[src/rtl/switch_read_port_pkg.sv]
// Shared io definitions: memory-mapped load addresses, debounce state
// encoding and status-word layout for the board input/output peripherals.
package switch_read_port_pkg;

    localparam int unsigned ADDR_W = 32;
    localparam int unsigned DATA_W = 32;
    localparam int unsigned SW_W   = 16;
    localparam int unsigned CNT_W  = 20;

    // Existing write-side peripherals, kept here so the whole io map lives in one place
    localparam logic [ADDR_W-1:0] DISPLAY_ADDR = 32'hffff_fff0;
    localparam logic [ADDR_W-1:0] LED_ADDR     = 32'hffff_ffc2;

    // Read-side switch peripheral
    localparam logic [ADDR_W-1:0] DATA_ADDR    = 32'hffff_ffc0;
    localparam logic [ADDR_W-1:0] STATUS_ADDR  = 32'hffff_ffc4;
    localparam logic [ADDR_W-1:0] LIVE_ADDR    = 32'hffff_ffc8;

    // Debounce FSM encoding
    localparam logic [1:0] ST_IDLE         = 2'd0;
    localparam logic [1:0] ST_PRESS_WAIT   = 2'd1;
    localparam logic [1:0] ST_HELD         = 2'd2;
    localparam logic [1:0] ST_RELEASE_WAIT = 2'd3;

    // Status word bit positions
    localparam int unsigned PENDING_BIT = 0;
    localparam int unsigned OVERRUN_BIT = 1;

    // Zero-extend a switch-width value onto the data bus
    function automatic logic [DATA_W-1:0] zext_sw(input logic [SW_W-1:0] v);
        return {{(DATA_W-SW_W){1'b0}}, v};
    endfunction

endpackage

[src/rtl/switch_read_port_btn_debounce.sv]
// Button conditioner: 2-flop synchroniser followed by a debounce FSM that
// emits exactly one registered capture pulse per accepted press.
// Ports:
//   clk        system clock
//   rst        synchronous active-high reset
//   btn_i      raw, asynchronous, bouncy button (active-high)
//   capture_o  one-cycle pulse when a press has been stable long enough
module btn_debounce
    import switch_read_port_pkg::*;
#(
    parameter logic [CNT_W-1:0] DEBOUNCE_CYCLES = 20'd1000000
) (
    input  logic clk,
    input  logic rst,
    input  logic btn_i,
    output logic capture_o
);

    localparam logic [CNT_W-1:0] CNT_LAST = DEBOUNCE_CYCLES - CNT_W'(1);

    logic             btn_meta_q;
    logic             btn_s_q;
    logic [1:0]       state_q, state_d;
    logic [CNT_W-1:0] cnt_q, cnt_d;
    logic             capture_q, capture_d;
    logic             cnt_done;
    logic [CNT_W-1:0] cnt_inc;

    // Synchroniser for the asynchronous button
    always_ff @(posedge clk) begin
        if (rst) begin
            btn_meta_q <= 1'b0;
            btn_s_q    <= 1'b0;
        end else begin
            btn_meta_q <= btn_i;
            btn_s_q    <= btn_meta_q;
        end
    end

    assign cnt_done = (cnt_q == CNT_LAST);
    // Saturating increment: the counter never wraps
    assign cnt_inc  = (cnt_q == {CNT_W{1'b1}}) ? cnt_q : cnt_q + CNT_W'(1);

    // State register
    always_ff @(posedge clk) begin
        if (rst) begin
            state_q <= ST_IDLE;
        end else begin
            state_q <= state_d;
        end
    end

    // Next-state logic
    always_comb begin
        state_d = state_q;
        case (state_q)
            ST_IDLE: begin
                if (btn_s_q) state_d = ST_PRESS_WAIT;
            end
            ST_PRESS_WAIT: begin
                if (!btn_s_q)     state_d = ST_IDLE;
                else if (cnt_done) state_d = ST_HELD;
            end
            ST_HELD: begin
                if (!btn_s_q) state_d = ST_RELEASE_WAIT;
            end
            ST_RELEASE_WAIT: begin
                if (btn_s_q)       state_d = ST_HELD;
                else if (cnt_done) state_d = ST_IDLE;
            end
            default: state_d = ST_IDLE;
        endcase
    end

    // Output / counter logic; counter is cleared whenever a wait state is about to be entered
    always_comb begin
        cnt_d     = cnt_q;
        capture_d = 1'b0;
        case (state_q)
            ST_IDLE: begin
                cnt_d = '0;
            end
            ST_PRESS_WAIT: begin
                if (btn_s_q) begin
                    if (cnt_done) capture_d = 1'b1;
                    else          cnt_d     = cnt_inc;
                end
            end
            ST_HELD: begin
                cnt_d = '0;
            end
            ST_RELEASE_WAIT: begin
                if (!btn_s_q && !cnt_done) cnt_d = cnt_inc;
            end
            default: begin
                cnt_d = '0;
            end
        endcase
    end

    // Counter and capture pulse registers
    always_ff @(posedge clk) begin
        if (rst) begin
            cnt_q     <= '0;
            capture_q <= 1'b0;
        end else begin
            cnt_q     <= cnt_d;
            capture_q <= capture_d;
        end
    end

    assign capture_o = capture_q;

endmodule

[src/rtl/switch_read_port.sv]
// CPU-facing switch read port: synchronises the board switches, latches a
// snapshot on each debounced confirmation press and serves memory-mapped
// loads (snapshot, status flags, live switches) with one cycle of latency.
// Ports:
//   clk, rst      system clock, synchronous active-high reset
//   switchInput   raw board switches (asynchronous)
//   confirmation  raw confirmation button (asynchronous, bouncy)
//   ioRead        CPU load strobe, address  CPU load address
//   dataIOInput   registered read data, readValid  response strobe
//   pending       unread snapshot present, overrun  snapshot lost (sticky)
module switch_read_port
    import switch_read_port_pkg::*;
#(
    parameter logic [CNT_W-1:0] DEBOUNCE_CYCLES = 20'd1000000
) (
    input  logic              clk,
    input  logic              rst,
    input  logic [SW_W-1:0]   switchInput,
    input  logic              confirmation,
    input  logic              ioRead,
    input  logic [ADDR_W-1:0] address,
    output logic [DATA_W-1:0] dataIOInput,
    output logic              readValid,
    output logic              pending,
    output logic              overrun
);

    logic [SW_W-1:0]   sw_meta_q;
    logic [SW_W-1:0]   sw_s_q;
    logic [SW_W-1:0]   snapshot_q, snapshot_d;
    logic              pending_q, pending_d;
    logic              overrun_q, overrun_d;
    logic [DATA_W-1:0] rdata_q, rdata_d;
    logic              rvalid_q, rvalid_d;
    logic              capture;
    logic              rd_data, rd_status, rd_live;
    logic [DATA_W-1:0] status_word;

    btn_debounce #(
        .DEBOUNCE_CYCLES(DEBOUNCE_CYCLES)
    ) u_btn_debounce (
        .clk      (clk),
        .rst      (rst),
        .btn_i    (confirmation),
        .capture_o(capture)
    );

    // Synchroniser for the switch bank
    always_ff @(posedge clk) begin
        if (rst) begin
            sw_meta_q <= '0;
            sw_s_q    <= '0;
        end else begin
            sw_meta_q <= switchInput;
            sw_s_q    <= sw_meta_q;
        end
    end

    assign rd_data   = ioRead && (address == DATA_ADDR);
    assign rd_status = ioRead && (address == STATUS_ADDR);
    assign rd_live   = ioRead && (address == LIVE_ADDR);

    // Status word reflects flag values before any clear this cycle
    always_comb begin
        status_word              = '0;
        status_word[PENDING_BIT] = pending_q;
        status_word[OVERRUN_BIT] = overrun_q;
    end

    // Snapshot and flag update; a capture's set always wins over a read's clear.
    // A capture only overruns if the old snapshot is not being consumed this cycle.
    always_comb begin
        snapshot_d = snapshot_q;
        pending_d  = pending_q;
        overrun_d  = overrun_q && !rd_status;
        if (rd_data) pending_d = 1'b0;
        if (capture) begin
            snapshot_d = sw_s_q;
            pending_d  = 1'b1;
            if (pending_q && !rd_data) overrun_d = 1'b1;
        end
    end

    // Read mux; unmapped addresses produce no response
    always_comb begin
        rdata_d  = '0;
        rvalid_d = rd_data || rd_status || rd_live;
        if (rd_data)        rdata_d = zext_sw(snapshot_q);
        else if (rd_status) rdata_d = status_word;
        else if (rd_live)   rdata_d = zext_sw(sw_s_q);
    end

    always_ff @(posedge clk) begin
        if (rst) begin
            snapshot_q <= '0;
            pending_q  <= 1'b0;
            overrun_q  <= 1'b0;
            rdata_q    <= '0;
            rvalid_q   <= 1'b0;
        end else begin
            snapshot_q <= snapshot_d;
            pending_q  <= pending_d;
            overrun_q  <= overrun_d;
            rdata_q    <= rdata_d;
            rvalid_q   <= rvalid_d;
        end
    end

    assign dataIOInput = rdata_q;
    assign readValid   = rvalid_q;
    assign pending     = pending_q;
    assign overrun     = overrun_q;

endmodule

[config.mk]
export PLATFORM = sky130hd
export DESIGN_NAME = switch_read_port
export DESIGN_NICKNAME = d
export VERILOG_FILES = /design/src/rtl/switch_read_port_pkg.sv /design/src/rtl/switch_read_port_btn_debounce.sv /design/src/rtl/switch_read_port.sv
export SDC_FILE = /design/constraint.sdc
export NUM_CORES = 1
export LEC_CHECK = 0
export BUFFER_PORTS_ARGS = -buffer_cell sky130_fd_sc_hd__buf_2
export CORE_UTILIZATION = 50
export CTS_BUF_LIST = sky130_fd_sc_hd__clkbuf_16
export DETAILED_ROUTE_END_ITERATION = 6
export HOLD_SLACK_MARGIN = 0.12
export MAX_ROUTING_LAYER = met4
export PLACE_DENSITY_LB_ADDON = 0.25
export SYNTH_ARGS = -nofsm -noshare
export SYNTH_HDL_FRONTEND = slang
export SYNTH_HIERARCHICAL = 1
export SYNTH_SLANG_ARGS = --single-unit
[constraint.sdc]
create_clock -name clk -period 2.6 [get_ports clk]
set_clock_uncertainty 0.05 [all_clocks]
set_input_delay 0.26 -clock clk [delete_from_list [all_inputs] [get_ports clk]]
set_output_delay 0.26 -clock clk [all_outputs]
set_load 0.01 [all_outputs]
### After elaboration in Yosys (flattened, before gate mapping)

Index checks and enable logic that the tools add are counted.

* input port bits: 52
* logic and storage cells: 70
* flip-flop bits (word level): 108

* reduce and logical (&&, ||, !) cells: 19
* bitwise gates (word level): 2
* equal/unequal tests: 15
* mux-type cells: 20
* add/subtract/negate cells: 1

Operators with widths (count)
* $eq 32x32->1 const B: 3
* $mux 20: 4
* $pmux 20 s3: 1
* $mux 16: 3
* $eq 20x20->1 const B: 2
* $add 20x1->20 const B: 1
* $mux 2: 6
* $pmux 2 s4: 1
* $logic_and 1x1->1: 6
* $ne 2x1->1 const B: 3
* $reduce_or 3->1: 2
* $mux 1: 5
* $eq 2x2->1 const B: 2
* $logic_not 1->1: 4
* $ne 2x2->1 const B: 2
* $reduce_and 4->1: 1
* $ne 3x1->1 const B: 1
* $ne 3x3->1 const B: 1
* $reduce_and 3->1: 1
* $eq 2x1->1 const B: 1
* $logic_not 2->1: 1
* $logic_or 1x1->1: 2
* $not 1->1: 2
* $reduce_bool 2->1: 1
* $reduce_or 2->1: 1

### Depth between registers and ports, before layout

* depth after elaboration: 6
* depth in mapped cells: 9

### Hierarchy

The synthesis kept the hierarchy.

Modules (own cells, without submodules)
* switch_read_port: instances 1, area an instance 2398.6 um^2, cells an instance 219, sequential area each 1341.3 um^2
* btn_debounce: instances 1, area an instance 1408.9 um^2, cells an instance 170, sequential area each 500.5 um^2

### Least setup slack after synthesis

Ideal clock, no wire load.

* kind: reg2reg
* from: register u_btn_debounce.cnt_q[0]
* to: register u_btn_debounce.cnt_q[18]
* required time: 2.415 ns
* path buffers: 3
* stages on the path, launching flop included: 10
* clock period less this slack: 2.041 ns
* data arrival time: 1.856 ns
* setup time: 0.135 ns
* slack: 0.559 ns
* cell sequence: dfxtp_1 -> ha_1 -> and4_1 -> buf_6 -> and4_4 -> and2_4 -> buf_6 -> buf_2 -> o311ai_0 -> o41ai_1

* longest elaborated chain between the ends: 5
* elaborated cells between the ends (all ways): 13
* those cells by class: add/sub (1); eq/ne (4); mux (5); reduce/logical (3)

Ends and longest elaborated chain
* from (decl): RTL line switch_read_port_btn_debounce.sv:24 `logic [CNT_W-1:0] cnt_q, cnt_d;`
* from (signal assigned): RTL line switch_read_port_btn_debounce.sv:107 `cnt_q <= cnt_d;`
* $add 20x1->20 (tied with other cells): RTL line switch_read_port_btn_debounce.sv:42 `assign cnt_inc = (cnt_q == {CNT_W{1'b1}}) ? cnt_q : cnt_q + CNT_W'(1);`
* $mux 20 / $logic_not 1->1 (equally long branches): RTL line switch_read_port_btn_debounce.sv:42, switch_read_port_btn_debounce.sv:93
* $mux 20 / $logic_and 1x1->1 (equally long branches): RTL line switch_read_port_btn_debounce.sv:85, switch_read_port_btn_debounce.sv:93
* $mux 20 / $ne 2x1->1 (equally long branches)
* $pmux 20 s3 / $reduce_and 3->1 (equally long branches)

Several ways; a longest one is shown, not always the timed one. The select of a mux whose other input is x is not followed.
A chain may end at the register's enable or synchronous reset.

### Worst setup path in the final report

* from: register u_btn_debounce.cnt_q[0]
* to: register u_btn_debounce.cnt_q[15]

Same word-level chain as after synthesis.

==> impl_metrics.ini <==
[flow_run]
cap_viol_max_count = 0

[logic_synthesis]
ys_top_cells_by_count = 92 x dfxtp_1, 39 x nor2_1, 35 x nor2b_1
synthCells = 389
netlist.top_cell.by_area = dfxtp_1
synth_top_flop_cell = dfxtp_1
yosys-top-cells-area = dfxtp_1 48%, mux2i_1 8.7%, nor2b_1 5.8%
synth.yosys.seq_area_share_pct = 48.4
synth_largest_type_area_fraction_pct = 48.4
post_synth_num_cell_types = 52
async_flop_share_pct = 0
yosys_warnings = 6
yosysMostFrequentCell = dfxtp_1
postSynthAreaPerCell_um2 = 9.79
synth_edf_count = 0
syn-cell-area_um2 = 3810
ys_ff_latch = 92

[worst_setup_path]
timing.critical_path.from_type = register
critical_path.max_fanout = 7
timing.critical_path.slowest_stage_cell = o41ai_1
worstPathCellList = ha_1, and4_1, nand2_1, o31a_1, nand3_1, o41ai_1
timing.critical_path.arrival_ps = 2370
worst_ep_required_time_ps = 2770
kind_of_end_point_of_the_critical_path = register
worst_path_class_setup = register to register
critical_path.max_stage_delay_ps = 400

[power_and_ir_drop]
ir_worst_vdd_mv = 0.351
power.density_nw_per_um2 = 623
power.static_leakage_nw = 1.85

[sta]
timing.final.setup_violations = 0
min_period_ps = 2200
worst_pin_slew_ps = 552
setup_repair_after_global_routing_missed_its_margin = no
timing.final.max_slew_violations = 0
finalHoldViolations = 0
slew-limit-headroom_pct = 63.2
final.setup.tns_ps = 0
layout_worst_path_cycle_share_pct = 84.6
fmaxAchievable_mhz = 455

[final_layout]
nets = 520
final_cell_area_excluding_filler_cells_um2 = 4590
synthesis_to_finish_area_growth_pct = 20.6
layout.cells.non_filler = 571
antenna_cells = 0
layout_cells_sized_above_1_pct = 22.7

[placed_design]
buffer_ports.inserted = 70
cell_area_placed_um2 = 4130
dpl.hpwl_mm = 4.81
place_congestion = 0.889
post_placement_cell_count = 539

[grt]
grt_first_pass_wirelength_mm = 11.9
grt_overflow_total = 0
antenna_found_initial = 0
globalRouteTotalUtil_pct = 20.2
first_global_vias = 2602
maximum_number_of_pins_on_one_net_before_global_route_repair = 30

[floorplanning]
die_outline_area_um2 = 7970
floorplan.io_pins = 87
placementRows = 31
die_width_um = 89.3
fp.dieH_um = 89.3
coreArea_um2 = 7290
floorplan.initialDensity_pct = 52.2

[route]
route.detailed.wl_per_inst_um = 12.8
drt_drc_violations_left = 0
detail_route.wirelength_mm = 7.31
vias = 2944
vias_per_instance = 5.16
drt_first_pass_iters = 4
final_antenna_net_count = 0
drt-initial-drc-count = 143

[cts]
clkSinkCount = 92
clock_insertion_delay_worst_skew_ps = 330
cts_tree = done
clock_h_tree_levels = 3
cts.clk_slew.worst_paths_ps = 70
clk_root_buffer_cell = clkbuf_16
cts_made_buffers = 9
clockBufferDepth = 2

[hold_path]
min-delay-path-class = input pin to register

[outcome]
run_status = complete, no violations
==> area by class of cell <==
class                   instances  area (um2)
fillers                       609        2700
flip-flops and latches         92        1840
multi-input cells             267        1750
repair buffers                 92         556
clock buffers                   9         225
well taps                      99         124
clock inverters                 7        78.8
inverters                       5        18.8
==> state kept, by name, indices dropped and copies added, names as in the netlist, named ones only <==
name,count
sw_meta_q,16
snapshot_q,16
readValid,1
dataIOInput,16
u_btn_debounce/state_q,1
u_btn_debounce/cnt_q,20
sw_s_q,16
pending,1
overrun,1
u_btn_debounce/capture_o,1
u_btn_debounce/btn_meta_q,1
u_btn_debounce/btn_s_q,1
==> where the power goes <==
group,total [mW],leakage (nW),switching (mW),internal [mW]
clock network,1.27,0.148,0.586,0.681
registers,1.44,0.748,0.0102,1.43
logic,0.151,0.958,0.0760,0.0752
total,2.86,1.85,0.672,2.19
==> metrics by stage <==
step	power, mW	util (%)	hold WS (ps)	setup WS, ps
after detailed placement	1.61	56.6	376	465
after global routing	2.98	63.0	135	242
after CTS	2.90	63.0	136	427
after floorplan	1.57	-	307	559
after global placement	1.61	56.6	366	547
final	2.86	63.0	139	401
==> final timing paths <==
check / slack, ps / cells past startpoint / startpoint / to
hold reg to reg: 390 / 1 / sw_meta_q[11] / sw_s_q[11]
setup / recovery: 400 / 6 / u_btn_debounce/cnt_q[0] / u_btn_debounce/cnt_q[15]
hold / removal: 140 / 2 / switchInput[4] / sw_meta_q[4]
setup reg to reg: 400 / 6 / u_btn_debounce/cnt_q[0] / u_btn_debounce/cnt_q[15]
==> worst max-delay path, delay by kind of cell (launching register included) <==
kind	cells	cell delay [ps]
AOI/OAI and AO/OA	2	670
DFF	1	340
and+or+nand+nor	3	780
adders and majority gates	1	260
==> cell families after synthesis <==
group | after synthesis | share of synthesized area (%)
other cells | 1 | 0.0985
mux | 33 | 8.68
compound gates | 56 | 10.3
fa+ha+maj | 1 | 0.329
buf+inv | 45 | 7.23
flops | 92 | 48.4
simple gates | 160 | 24.8
xor+xnor | 1 | 0.230
==> cell usage in the layout (no fill, tap or decap), types with 4 or more instances in the layout <==
cell,synthesis,final
nor2_1,39,39
mux2i_1,33,33
inv_1,5,5
dfxtp_1,92,92
nand2_1,15,15
o41ai_1,4,4
and3_1,6,6
nand4_1,10,10
a32o_1,4,4
clkbuf_16,0,9
o21ai_0,11,11
nor3_1,10,10
a31oi_1,7,7
a21oi_1,12,12
o311ai_0,4,4
conb_1,1,16
buf_2,7,70
buf_4,18,6
and4_1,5,5
nor2b_1,35,35
nand3_1,16,16
dlygate4sd3_1,0,16
==> per-layer routing <==
metal  track usage (%)  part of all wire (%)
met5                 -                     0
met3              4.62                   4.6
met1              24.8                    45
met2              32.5                    49
met4              7.22                  0.66
==> what timing repair did <==
item | in CTS | in global routing
hold buffers | 16 | 0
setup buffers | 0 | 0
gates resized for setup | 0 | 0
hold endpoints to repair | 16 | 0
Power figures use the tool's default switching activity.
